File: config.mk
export PLATFORM = sky130hd
export DESIGN_NAME = reg_desp_param
export DESIGN_NICKNAME = d
export VERILOG_FILES = /design/src/rtl/reg_desp_param_pkg.sv /design/src/rtl/reg_desp_fsm.sv /design/src/rtl/reg_desp_param.sv
export SDC_FILE = /design/constraint.sdc
export NUM_CORES = 1
export LEC_CHECK = 0
export CAP_MARGIN = 10
export CORE_MARGIN = 3
export CORE_UTILIZATION = 41
export CTS_CLUSTER_DIAMETER = 120
export DETAILED_ROUTE_END_ITERATION = 16
export GPL_ROUTABILITY_DRIVEN = 0
export GPL_TIMING_DRIVEN = 0
export HOLD_SLACK_MARGIN = 0.1
export PLACE_DENSITY = 0.72
export SLEW_MARGIN = 20
export SYNTH_ARGS = -nofsm -noshare
export SYNTH_HDL_FRONTEND = slang
export SYNTH_SLANG_ARGS = --single-unit
export TNS_END_PERCENT = 100
File: constraint.sdc
create_clock -name CLK -period 5.6 [get_ports CLK]
set_input_delay 1.12 -clock CLK [delete_from_list [all_inputs] [get_ports CLK]]
set_output_delay 1.12 -clock CLK [all_outputs]
set_load 0.005 [all_outputs]
File: src/rtl/reg_desp_param_pkg.sv
// Shared constants and types for the parametrised universal shift register.
package reg_desp_param_pkg;

    // Operating mode as presented on MODO.
    typedef enum logic [1:0] {
        ModoShift = 2'b00,
        ModoRot   = 2'b01,
        ModoLoad  = 2'b10,
        ModoBurst = 2'b11
    } modo_e;

    // Controller state.
    typedef enum logic {
        StIdle  = 1'b0,
        StShift = 1'b1
    } state_e;

    // One-hot next-op select handed from the controller to the datapath.
    typedef enum logic [3:0] {
        OpHold  = 4'b0001,
        OpShift = 4'b0010,
        OpRot   = 4'b0100,
        OpLoad  = 4'b1000
    } op_e;

endpackage

File: src/rtl/reg_desp_fsm.sv
// Burst controller: owns state, burst counter, latched direction, BUSY and DONE,
// and tells the datapath which operation to apply on the next edge.
module reg_desp_fsm
    import reg_desp_param_pkg::*;
#(
    parameter int unsigned WIDTH = 32
) (
    input  logic       clk_i,
    input  logic       rst_i,
    input  logic       enb_i,
    input  logic       dir_i,
    input  logic [1:0] modo_i,
    output op_e        opSel_o,
    output logic       dirEff_o,
    output logic       busy_o,
    output logic       done_o
);

    localparam int unsigned CNTW = $clog2(WIDTH + 1);

    state_e          stateQ, stateD;
    logic [CNTW-1:0] cntQ, cntD;
    logic            dirQ, dirD;
    logic            busyQ, busyD;
    logic            doneQ, doneD;

    // Direction is frozen for the whole burst so DIR may change under it.
    assign dirEff_o = busyQ ? dirQ : dir_i;
    assign busy_o   = busyQ;
    assign done_o   = doneQ;

    // Next-state and op-select decode; ENB=0 leaves everything at hold.
    always_comb begin
        stateD  = stateQ;
        cntD    = cntQ;
        dirD    = dirQ;
        busyD   = busyQ;
        doneD   = 1'b0;
        opSel_o = OpHold;
        if (enb_i) begin
            unique case (stateQ)
                StIdle: begin
                    unique case (modo_e'(modo_i))
                        ModoShift: opSel_o = OpShift;
                        ModoRot:   opSel_o = OpRot;
                        ModoLoad:  opSel_o = OpLoad;
                        ModoBurst: begin
                            // Start edge already performs the first of WIDTH shifts.
                            opSel_o = OpShift;
                            dirD    = dir_i;
                            cntD    = CNTW'(WIDTH - 1);
                            busyD   = 1'b1;
                            stateD  = StShift;
                        end
                        default: opSel_o = OpHold;
                    endcase
                end
                StShift: begin
                    opSel_o = OpShift;
                    cntD    = cntQ - CNTW'(1);
                    if (cntQ == CNTW'(1)) begin
                        busyD  = 1'b0;
                        doneD  = 1'b1;
                        stateD = StIdle;
                    end
                end
                default: stateD = StIdle;
            endcase
        end
    end

    // State register with synchronous reset; reset aborts any burst.
    always_ff @(posedge clk_i) begin
        if (rst_i) begin
            stateQ <= StIdle;
            cntQ   <= '0;
            dirQ   <= 1'b0;
            busyQ  <= 1'b0;
            doneQ  <= 1'b0;
        end else begin
            stateQ <= stateD;
            cntQ   <= cntD;
            dirQ   <= dirD;
            busyQ  <= busyD;
            doneQ  <= doneD;
        end
    end

endmodule

File: src/rtl/reg_desp_param.sv
// WIDTH-bit universal shift register with hold/shift/rotate/load and a
// full-duplex burst mode that serialises the word out while filling from S_IN.
module reg_desp_param
    import reg_desp_param_pkg::*;
#(
    parameter int unsigned WIDTH = 32
) (
    input  logic             CLK,
    input  logic             RST,
    input  logic             ENB,
    input  logic             DIR,
    input  logic             S_IN,
    input  logic [1:0]       MODO,
    input  logic [WIDTH-1:0] D,
    output logic [WIDTH-1:0] Q,
    output logic             S_OUT,
    output logic             BUSY,
    output logic             DONE
);

    op_e             opSel;
    logic            dirEff;
    logic [WIDTH-1:0] qD;

    reg_desp_fsm #(
        .WIDTH (WIDTH)
    ) uFsm (
        .clk_i    (CLK),
        .rst_i    (RST),
        .enb_i    (ENB),
        .dir_i    (DIR),
        .modo_i   (MODO),
        .opSel_o  (opSel),
        .dirEff_o (dirEff),
        .busy_o   (BUSY),
        .done_o   (DONE)
    );

    // Outgoing bit is the one about to fall off the end in the effective direction.
    assign S_OUT = dirEff ? Q[WIDTH-1] : Q[0];

    // Single next-Q mux selected by the controller's one-hot op.
    always_comb begin
        qD = Q;
        unique case (opSel)
            OpShift: qD = dirEff ? {Q[WIDTH-2:0], S_IN} : {S_IN, Q[WIDTH-1:1]};
            OpRot:   qD = dirEff ? {Q[WIDTH-2:0], Q[WIDTH-1]} : {Q[0], Q[WIDTH-1:1]};
            OpLoad:  qD = D;
            default: qD = Q;
        endcase
    end

    // Register update with synchronous reset.
    always_ff @(posedge CLK) begin
        if (RST) begin
            Q <= '0;
        end else begin
            Q <= qD;
        end
    end

endmodule

==> impl_metrics.env, run 1 <==
export IMPL_synth_largest_area_cell="dfxtp_1"
export IMPL_grt_usage_pct=17.8
export IMPL_ios=74
export IMPL_ir_worst_vdd_v=0.0000993
export IMPL_ys_seq_area_share_pct=36.0
export IMPL_syn_inst=247
export IMPL_timing_final_ws_setup_ns=1.49
export IMPL_die_w_um=81.5
export IMPL_syn_avg_cell_area_sq_um=9.46
export IMPL_crit_required_ns=4.48
export IMPL_fin_area_sq_mm=0.00326
export IMPL_detail_route_vias_per_cell=5.36
export IMPL_drc=0
export IMPL_grt_pass1_vias=2039
export IMPL_core_area_sq_mm=0.00530
export IMPL_power_total_mw=0.682
export IMPL_status="completed"
export IMPL_dpl_cell_area_sq_mm=0.00315
export IMPL_grt_overflow=0
export IMPL_synth_edff_count=0
export IMPL_async_reset_ff_share_pct=0
export IMPL_die_area_sq_mm=0.00664
export IMPL_clk_latency_ns=0.29
export IMPL_wl_um=5770
export IMPL_ys_warnings_count=0
export IMPL_dp_hpwl_um=4260
export IMPL_wl_per_cell_um=14.5
export IMPL_die_h_um=81.5
export IMPL_rsz0062_at_grt="no"
export IMPL_crit_path_end_kind="primary output"
export IMPL_grt_max_degree=13
export IMPL_drt_first_iter_violations=84
export IMPL_synthesis_nets=291
export IMPL_multi_input_area_sq_mm=0.00137
export IMPL_ff_latch_area_sq_um=841
export IMPL_root_buffer="clkbuf_8"
export IMPL_post_cts_buffers=0
export IMPL_cts_buffers=5
export IMPL_ys_top_cells_by_area="dfxtp_1, mux2i_1, a32o_1"
export IMPL_antenna_found_initial=0
export IMPL_setup_viol=0
export IMPL_min_period_ns=4.11
export IMPL_maxCapViolations=0
export IMPL_n_antenna_cell=0
export IMPL_crit_type="input port to primary output"
export IMPL_slew_headroom_pct=67.1
export IMPL_post_route_util_pct=61.5
export IMPL_fill_cells=482
export IMPL_slew_viol_final=0
export IMPL_p_per_area_mw_per_mm2=209
export IMPL_fmax_mhz=243
export IMPL_yosysUniqueCellTypes=37
export IMPL_htreeDepth=2
export IMPL_hold_violations=0
export IMPL_grt_pass1_wl_um=9230
export IMPL_post_route_period_util_pct=73.3
export IMPL_cts_hold_buf=0
export IMPL_vias=2134
export IMPL_fin_tns_setup_ns=0
export IMPL_cts_tree="done"
export IMPL_syn_area_sq_mm=0.00234
export IMPL_clk_pin_slew_ns=0.08
export IMPL_cts_resized=0
export IMPL_synthTopCellsByCount="dfxtp_1, nand2_1, mux2i_1"
export IMPL_synthToLayoutAreaGrowth_pct=39.6
export IMPL_clk_path_buf_depth=2
export IMPL_ys_seq_elements=42
export IMPL_clock_sinks=42
export IMPL_critPathLaunchType="input port"
export IMPL_port_buffers=73
export IMPL_rows=26
export IMPL_skew_ns=0.00621
export IMPL_dr_pass1_iters=4
export IMPL_antenna_left=0
export IMPL_arrival_ns=2.99
export IMPL_synth_most_common_cell="dfxtp_1"
export IMPL_post_place_ws_ns=1.47
export IMPL_initial_core_util_pct=44.1
export IMPL_synthFlopType="dfxtp_1"
export IMPL_worst_pin_slew_ns=0.493
export IMPL_drive_gt1_share_pct=7.01
export IMPL_cp_max_fo=10
export IMPL_power_leakage_nw=1.40
export IMPL_final_nets=371
export IMPL_synth_top_area_share_pct=36.0
export IMPL_min_path_type="register to register"
-- path summary, 6_finish.rpt --
path / startpoint / endpoint / slack, ns / cells after the start
max: DIR / S_OUT / 1.49 / 5
min: uFsm.cntQ[4] / uFsm.cntQ[4] / 0.51 / 2
max reg2reg: uFsm.stateQ / Q[8] / 3.81 / 5
min reg2reg: uFsm.cntQ[4] / uFsm.cntQ[4] / 0.51 / 2
-- flip-flops by register name, indices dropped and copies added, names as in the netlist --
register     flops
uFsm.stateQ      1
uFsm.cntQ        6
uFsm.dirQ        1
uFsm.done_o      1
uFsm.busy_o      1
Q               32
-- metrics by stage --
step	hold WS, ns	cells
floorplan	0.477	247
global placement	0.491	390
detailed placement	0.497	390
CTS	0.509	398
global route	0.527	398
finish	0.510	398
-- placed cells by master (no fill, tap or decap), types with 5 or more instances in the layout --
| master | netlist | routed |
|---|---|---|
| clkbuf_8 | 0 | 5 |
| nand2b_1 | 30 | 30 |
| inv_1 | 6 | 6 |
| a32o_1 | 30 | 30 |
| nor2_1 | 6 | 6 |
| ha_1 | 5 | 5 |
| dfxtp_1 | 42 | 42 |
| nand2_1 | 37 | 37 |
| mux2i_1 | 32 | 32 |
| a21oi_1 | 6 | 6 |
| buf_2 | 6 | 6 |
| clkdlybuf4s50_1 | 0 | 73 |
| clkbuf_1 | 4 | 6 |
-- critical path: stages --
cell             delay, ns
clkdlybuf4s50_1       0.46
mux2i_4               0.32
buf_4                 0.28
mux2_2                0.35
clkdlybuf4s50_1       0.46
-- logic make-up after synthesis --
logic type	Yosys count	share of synthesized area, %
AOI/OAI and AO/OA	48	17.9
xor gates and xnor gates	2	0.750
adders and majority gates	5	2.68
buffers and inverters	23	5.46
DFF	42	36.0
muxes	39	17.6
and+or+nand+nor	88	19.6
-- power breakdown --
part	switching [mW]	internal [mW]	total [mW]
clock	0.101	0.133	0.235
sequential	0.0116	0.308	0.320
combinational	0.0544	0.0732	0.128
-- per-layer routing --
layer / GRT usage (%) / vias to the layer above / routed length [um]
li1: - / 1060 / -
met1: 22.1 / 1010 / 2550
met2: 30.3 / 57 / 2840
met3: 2.85 / 7 / 291
met4: 7.77 / 0 / 85
met5: 0 / - / 0
-- area by class of cell --
cell class              count  share of cell area [%]
clock buffers               7                    2.34
inverters                   6                   0.691
multi-input cells         182                    41.9
repair buffers             73                    22.4
flip-flops and latches     42                    25.8
plain buffers              17                    3.22
clock inverters             1                   0.921
well taps                  70                    2.69
(Power assumes the default switching activity.)
==> run 2, diff against run 1 <==
clock period = 4.3 ns   (was 5.6 ns; I/O delays follow)
==> results of run 2 <==
Same layout as run 1 (identical final DEF). Status: completed.
Among the figures that moved: setup slack after placement 1.47 ns -> 0.685 ns; setup slack after layout 1.49 ns -> 0.713 ns; register-to-register setup slack 3.81 ns -> 2.51 ns; total power 0.682 mW -> 0.889 mW; worst IR drop on VDD 0.0000993 V -> 0.000129 V
